[src/rtl/tlb_fill_ctrl.sv]
// TLB fill sequencer. It picks the first invalid entry as the victim, otherwise the replacement policy's choice.
// It also strobes the entry RAM and tracks valid bits under sfence.vma. Define TLB_PLRU_EN for tree-PLRU; otherwise a round-robin counter is used.
module tlb_fill_ctrl #(
  parameter int TLB_ENTRIES = 8,
  parameter int XLEN        = 64
) (
  input  logic                   clk,
  input  logic                   reset,
  input  logic                   FillValid,
  output logic                   FillReady,
  input  logic [XLEN-1:0]        FillPTE,
  input  logic                   Flush,
  input  logic                   FlushGlobal,
  input  logic                   HitValid,
  input  logic [TLB_ENTRIES-1:0] Matches,
  input  logic [TLB_ENTRIES-1:0] PTE_Gs,
  output logic [TLB_ENTRIES-1:0] WriteEnables,
  output logic [XLEN-1:0]        PTEOut,
  output logic [TLB_ENTRIES-1:0] Valids,
  output logic                   FillDone,
  output logic                   Busy
);

  localparam int IDX_W = $clog2(TLB_ENTRIES);

  typedef enum logic [1:0] {IDLE, WRITE, DONE} state_t;

  state_t                 state_q;
  logic [XLEN-1:0]        pte_q;
  logic [IDX_W-1:0]       victim_q, victim_d, policy_victim;
  logic [TLB_ENTRIES-1:0] valid_q, valid_d, flush_clr, victim_oh;
  logic                   accept, write_go, have_free;
  logic [IDX_W-1:0]       free_idx;

  assign accept    = (state_q == IDLE) && FillValid && !Flush;
  // A flush landing on the write cycle kills the strobe; the walker re-requests.
  assign write_go  = (state_q == WRITE) && !Flush;
  assign victim_oh = TLB_ENTRIES'(1) << victim_q;
  assign flush_clr = Flush ? (FlushGlobal ? '1 : ~PTE_Gs) : '0;

  always_comb begin
    have_free = 1'b0;
    free_idx  = '0;
    for (int i = TLB_ENTRIES - 1; i >= 0; i--) begin
      if (!valid_q[i]) begin
        have_free = 1'b1;
        free_idx  = IDX_W'(i);
      end
    end
  end

  assign victim_d = have_free ? free_idx : policy_victim;
  assign valid_d  = (valid_q | (write_go ? victim_oh : '0)) & ~flush_clr;

`ifdef TLB_PLRU_EN
  logic [TLB_ENTRIES-2:0] plru_q, plru_d;
  logic [IDX_W-1:0]       hit_idx;
  logic                   hit_any;

  function automatic logic [TLB_ENTRIES-2:0] plru_touch(input logic [TLB_ENTRIES-2:0] t,
                                                        input logic [IDX_W-1:0] idx);
    logic [TLB_ENTRIES-2:0] r;
    logic [IDX_W-1:0]       n;
    r = t;
    n = '0;
    for (int l = 0; l < IDX_W; l++) begin
      r[n] = ~idx[IDX_W-1-l];
      n    = n + n + IDX_W'(1) + IDX_W'(idx[IDX_W-1-l]);
    end
    return r;
  endfunction

  function automatic logic [IDX_W-1:0] plru_pick(input logic [TLB_ENTRIES-2:0] t);
    logic [IDX_W-1:0] n, v;
    n = '0;
    v = '0;
    for (int l = 0; l < IDX_W; l++) begin
      v[IDX_W-1-l] = t[n];
      n            = n + n + IDX_W'(1) + IDX_W'(t[n]);
    end
    return v;
  endfunction

  always_comb begin
    hit_idx = '0;
    for (int i = 0; i < TLB_ENTRIES; i++) begin
      if (Matches[i] && valid_q[i]) hit_idx = IDX_W'(i);
    end
  end

  assign hit_any       = |(Matches & valid_q);
  assign policy_victim = plru_pick(plru_q);

  // Hit applied first so the fill owns any shared nodes.
  always_comb begin
    plru_d = plru_q;
    if (HitValid && hit_any) plru_d = plru_touch(plru_d, hit_idx);
    if (write_go)            plru_d = plru_touch(plru_d, victim_q);
  end

  always_ff @(posedge clk) begin
    if (!reset) plru_q <= '0;
    else        plru_q <= plru_d;
  end
`else
  logic [IDX_W-1:0] rr_q;
  logic             full_q;
  logic             unused_hit;

  assign unused_hit    = HitValid ^ (^Matches);
  assign policy_victim = rr_q;

  always_ff @(posedge clk) begin
    if (!reset) begin
      rr_q   <= '0;
      full_q <= 1'b0;
    end else begin
      if (accept)             full_q <= !have_free;
      if (write_go && full_q) rr_q   <= rr_q + IDX_W'(1);
    end
  end
`endif

  always_ff @(posedge clk) begin
    if (!reset) begin
      state_q  <= IDLE;
      pte_q    <= '0;
      victim_q <= '0;
      valid_q  <= '0;
    end else begin
      valid_q <= valid_d;
      case (state_q)
        IDLE: begin
          if (accept) begin
            pte_q    <= FillPTE;
            victim_q <= victim_d;
            state_q  <= WRITE;
          end
        end
        WRITE:   state_q <= Flush ? IDLE : DONE;
        DONE:    state_q <= IDLE;
        default: state_q <= IDLE;
      endcase
    end
  end

  assign FillReady    = (state_q == IDLE) && !Flush;
  assign WriteEnables = write_go ? victim_oh : '0;
  assign PTEOut       = pte_q;
  assign Valids       = valid_q;
  assign FillDone     = (state_q == DONE);
  assign Busy         = (state_q != IDLE);

endmodule

[config.mk]
export PLATFORM = sky130hd
export DESIGN_NAME = tlb_fill_ctrl
export DESIGN_NICKNAME = d
export VERILOG_FILES = /design/src/rtl/tlb_fill_ctrl.sv
export SDC_FILE = /design/constraint.sdc
export NUM_CORES = 1
export LEC_CHECK = 0
export ABC_AREA = 1
export CAP_MARGIN = 20
export CORE_ASPECT_RATIO = 1.4
export CORE_UTILIZATION = 35
export DETAILED_ROUTE_END_ITERATION = 8
export PLACE_DENSITY = 0.85
export SYNTH_ARGS = -nofsm -noshare
export SYNTH_HDL_FRONTEND = slang
export SYNTH_SLANG_ARGS = --single-unit
[constraint.sdc]
create_clock -name clk -period 1.1 [get_ports clk]
set_input_delay 0.22 -clock clk [delete_from_list [all_inputs] [get_ports clk]]
set_output_delay 0.22 -clock clk [all_outputs]
set_load 0.05 [all_outputs]
Word-level counts from Yosys, hierarchy flattened
Index checks and enable logic that the tools add are counted.
{"block": "classes", "add_sub_neg": 1, "n_eq_ne": 3, "shifts": 1, "muxes": 23, "n_bitwise": 4, "n_reduce_logical": 10}
{"operator": "two-way mux 3 bit", "n": 9}
{"operator": "two-way mux 8 bit", "n": 3}
{"operator": "inverter 8 bit", "n": 2}
{"operator": "AND 8 bit", "n": 1}
{"operator": "two-way mux 1 bit", "n": 8}
{"operator": "OR 8 bit", "n": 1}
{"operator": "<< shifter 1 x 3 -> 8 bit (first input constant)", "n": 1}
{"operator": "logical AND 1 bit", "n": 5}
{"operator": "two-way mux 2 bit", "n": 2}
{"operator": "one-hot mux 2 bit (2 select lines)", "n": 1}
{"operator": "adder 3 x 1 -> 3 bit (second input constant)", "n": 1}
{"operator": "== test 2 x 1 -> 1 bit (second input constant)", "n": 1}
{"operator": "== test 2 bit (second input constant)", "n": 1}
{"operator": "zero test 1 bit", "n": 2}
{"operator": "zero test 2 bit", "n": 1}
{"operator": "inequality test 2 bit (second input constant)", "n": 1}
{"operator": "AND reduction 2 bit", "n": 1}
{"operator": "nonzero test 2 bit", "n": 1}
{"block": "totals", "register_bits": 81, "in_bits": 86, "out_inout_bits": 83, "word_cells": 48}

Logic depth before layout (Yosys ltp)
{"block": "logic_depth", "ltp_word": 9, "depth_mapped": 9, "ltp_nobuf": 9}

Least setup slack after synthesis
OpenSTA, ideal clock, no wires.
{"block": "synth_timing", "kind": "in2out", "from": "input Flush", "to": "output WriteEnables[0]", "arrival_ns": 1.489, "t_required_ns": 0.880, "path_slack_ns": -0.609, "cell_stages": 6, "n_path_buf": 1, "path_cell_list": "inv_2 buf_4 nand3_1 nor2_1 inv_1 nor2_1"}
{"block": "synth_between", "elab_chain_cells": 3}
{"element": "from (decl)", "line": "12", "rtl": "input logic Flush,"}
{"element": "zero test 1 bit", "line": "37", "rtl": "assign write_go = (state_q == WRITE) && !Flush;"}
{"element": "logical AND 1 bit", "line": "37"}
{"element": "two-way mux 8 bit", "line": "148", "rtl": "assign WriteEnables = write_go ? victim_oh : '0;"}
{"element": "to (decl)", "line": "17", "rtl": "output logic [TLB_ENTRIES-1:0] WriteEnables,"}
Every way passes these cells.

Worst setup path in the final report
{"block": "layout_timing", "from": "register victim_q[1]", "to": "output WriteEnables[2]"}
{"block": "layout_between", "elab_chain_cells": 2}
{"element": "from (decl)", "line": "30", "rtl": "logic [IDX_W-1:0] victim_q, victim_d, policy_victim;"}
{"element": "from (signal assigned)", "line": "136", "rtl": "victim_q <= victim_d;"}
{"element": "<< shifter 1 x 3 -> 8 bit", "line": "38", "rtl": "assign victim_oh = TLB_ENTRIES'(1) << victim_q;"}
{"element": "two-way mux 8 bit", "line": "148"}
Every way passes these cells.

==> out/metrics.yaml <==
status: "finished with violations"
violations: "setup timing"
setup_viol: 93
synth_common_cells: "nand2_1, a21oi_1, dfxtp_1, nor2_1, inv_1"
io_pins: 169
viasPerCell: 4.93
drive_gt1_frac: 0.392
clockBufferDepth: 2
crit_type: "flop to primary output"
yosysTopAreaCellShare: 0.535
place_ws_ns: -0.632
drtPass1Iterations: 4
fp.dieH_um: 112
yosysMostFrequentCell: "nand2_1"
ant_nets: 0
syn2layout_area_growth_pct: 111
cp_max_fo: 5
avgSynthCellArea_um2: 7.44
rsz0062_at_grt: "yes"
r2r_slack_ns: -0.40
antenna_found_initial: 0
fin_util: 0.771
drt_wl_total_um: 11100
arrival_ns: 1.32
start_util: 0.365
cts.sinks: 81
cts_made_buffers: 9
die_x_um: 80.6
slew_viol_final: 0
dp_hpwl_um: 7960
synth-seq-area-share: 0.535
cts_hold_buffers: 0
synth.area.top_cells: "dfxtp_1, nand2_1, a21oi_1, nor2_1, inv_1"
min_from: "FillPTE[3]"
cts_root_buffer: "clkbuf_16"
drv_cap: 0
synth-seq-cells: 81
syn_nets: 494
async_flop_share: 0
tightest_slew_ns: 0.231
drt-initial-drc-count: 190
syn_area_mm2: 0.00303
route.detailed.drc: 0
timing.final.crit_share: 1.40
grt_usage: 0.246
hold_violations: 0
crit_start: "victim_q[1]$_SDFFE_PN0P_"
yosysTopAreaCell: "dfxtp_1"
p_leak_nw: 2.47
fin_crit_ns: 1.54
timing.final.ws_setup_ns: -0.439
cts_tree: "done"
io_buffers: 159
fin_nets: 674
powerDensity_mw_per_mm2: 1220
start_kind: "flop"
num_vias: 3421
grt_max_degree: 36
synth-main-ff-cell: "dfxtp_1"
hp-class: "input port to flop"
fmaxAchievable_mhz: 650
insertion_delay_ns: 0.33
finClkSkew_ns: 0.00772
synth-edff-count: 0
cts.reportedPaths.clkPinSlew_ns: 0.06
grt_first_pass_wirelength_um: 16900
detail_route.wl_per_cell_um: 16.0
grt_pass1_vias: 3577
r2r-start: "state_q[0]$_SDFFE_PN0P_"
max_slew_margin: 0.846
crit_required_ns: 0.88
vdd_drop_max_uv: 963
dieArea_mm2: 0.00904
fillers: 498
globalplace.congestion: 0.858
cp-end-kind: "primary output"
ys_types: 19
row_count: 39
core_mm2: 0.00830
synth_warnings: 0
netlist_instances: 407
grt_overflow: 0
n_antenna_cell: 0
h-tree-depth: 3
[area by class of cell]
| type | count | area (um^2) | share of cell area |
|---|---|---|---|
| tap | 102 | 128 | 0.0199 |
| sequential | 81 | 1720 | 0.269 |
| clock inverter | 5 | 65.1 | 0.0102 |
| timing repair buffer | 192 | 2800 | 0.437 |
| multi-input combinational | 284 | 1370 | 0.214 |
| inverter | 19 | 78.8 | 0.0123 |
| clock buffer | 11 | 243 | 0.0379 |
[final timing paths]
check                             end  depth (start not counted)
min            PTEOut[3]$_SDFFE_PN0P_                          3
min reg2reg   PTEOut[17]$_SDFFE_PN0P_                          2
max                   WriteEnables[2]                          5
max reg2reg  victim_q[0]$_SDFFE_PN0P_                          8
[cells in the final DEF, fill, tap and decap left out, types with 6 or more instances in the layout]
cell type and n:
clkdlybuf4s50_1 75, dfxtp_1 19, a21oi_1 78, inv_1 10, nor2_4 11, nand2_1 156
dfxtp_4 9, nor2_2 6, buf_6 7, inv_2 6, nor2_1 12, clkbuf_16 9
dfxtp_2 53, buf_4 18, buf_12 91
[routing by layer]
layer | track usage | vias up | share of wire
li1 | - | 1652 | -
met1 | 0.222 | 1540 | 0.33
met2 | 0.457 | 165 | 0.55
met3 | 0.0626 | 64 | 0.057
met4 | 0.175 | 0 | 0.069
met5 | 0 | - | 0
[flip-flops by register name (all words and copies together) (netlist names)]
signal	cells
PTEOut	64
Valids	8
full_q	1
policy_victim	3
state_q	2
victim_q	3
[power breakdown]
group | internal (mW) | total (mW) | leakage (nW) | switching (mW)
Clock | 1.84 | 3.01 | 0.150 | 1.18
Sequential | 3.05 | 3.17 | 0.690 | 0.127
Combinational | 0.834 | 1.61 | 1.63 | 0.777
[metrics by stage]
step,setup TNS [ns],hold slack [ns],cells,instance area [um^2],total power [mW]
after global placement,-42.76,0.488,673,5910,4.77
after floorplan,-2.68,0.323,407,3210,3.87
after CTS,-17.29,0.434,691,6270,7.83
final,-18.27,0.434,694,6400,7.80
after detailed placement,-46.92,0.493,673,5910,4.81
after global routing,-25.00,0.443,694,6400,8.08
[cells by family (layout without fill, tap and decap cells)]
| family | after synthesis | after routing | synth area share |
|---|---|---|---|
| AO/OA/AOI/OAI | 85 | 85 | 0.142 |
| XOR/XNOR | 1 | 1 | 0.00289 |
| adder cells (fa/ha/maj) | 1 | 1 | 0.00413 |
| buffers and inverters | 42 | 227 | 0.0636 |
| flip-flops | 81 | 81 | 0.535 |
| AND/OR/NAND/NOR | 197 | 197 | 0.252 |
[timing repair]
action                                  4_1_cts  5_1_grt
endpoints found under the setup margin      112      141
endpoints found under the hold margin         0        0
gates resized for setup                      22       60
pin swaps                                     4        3
cloned                                        0        0
buffers inserted                              2        6
[critical path, stage by stage (launching register included)]
cell and delay (ns):
dfxtp_2 0.39, inv_1 0.08, nor2_2 0.13, inv_2 0.09
nor2_4 0.15, buf_12 0.15
Note: power is estimated with default switching activity, not from simulation.
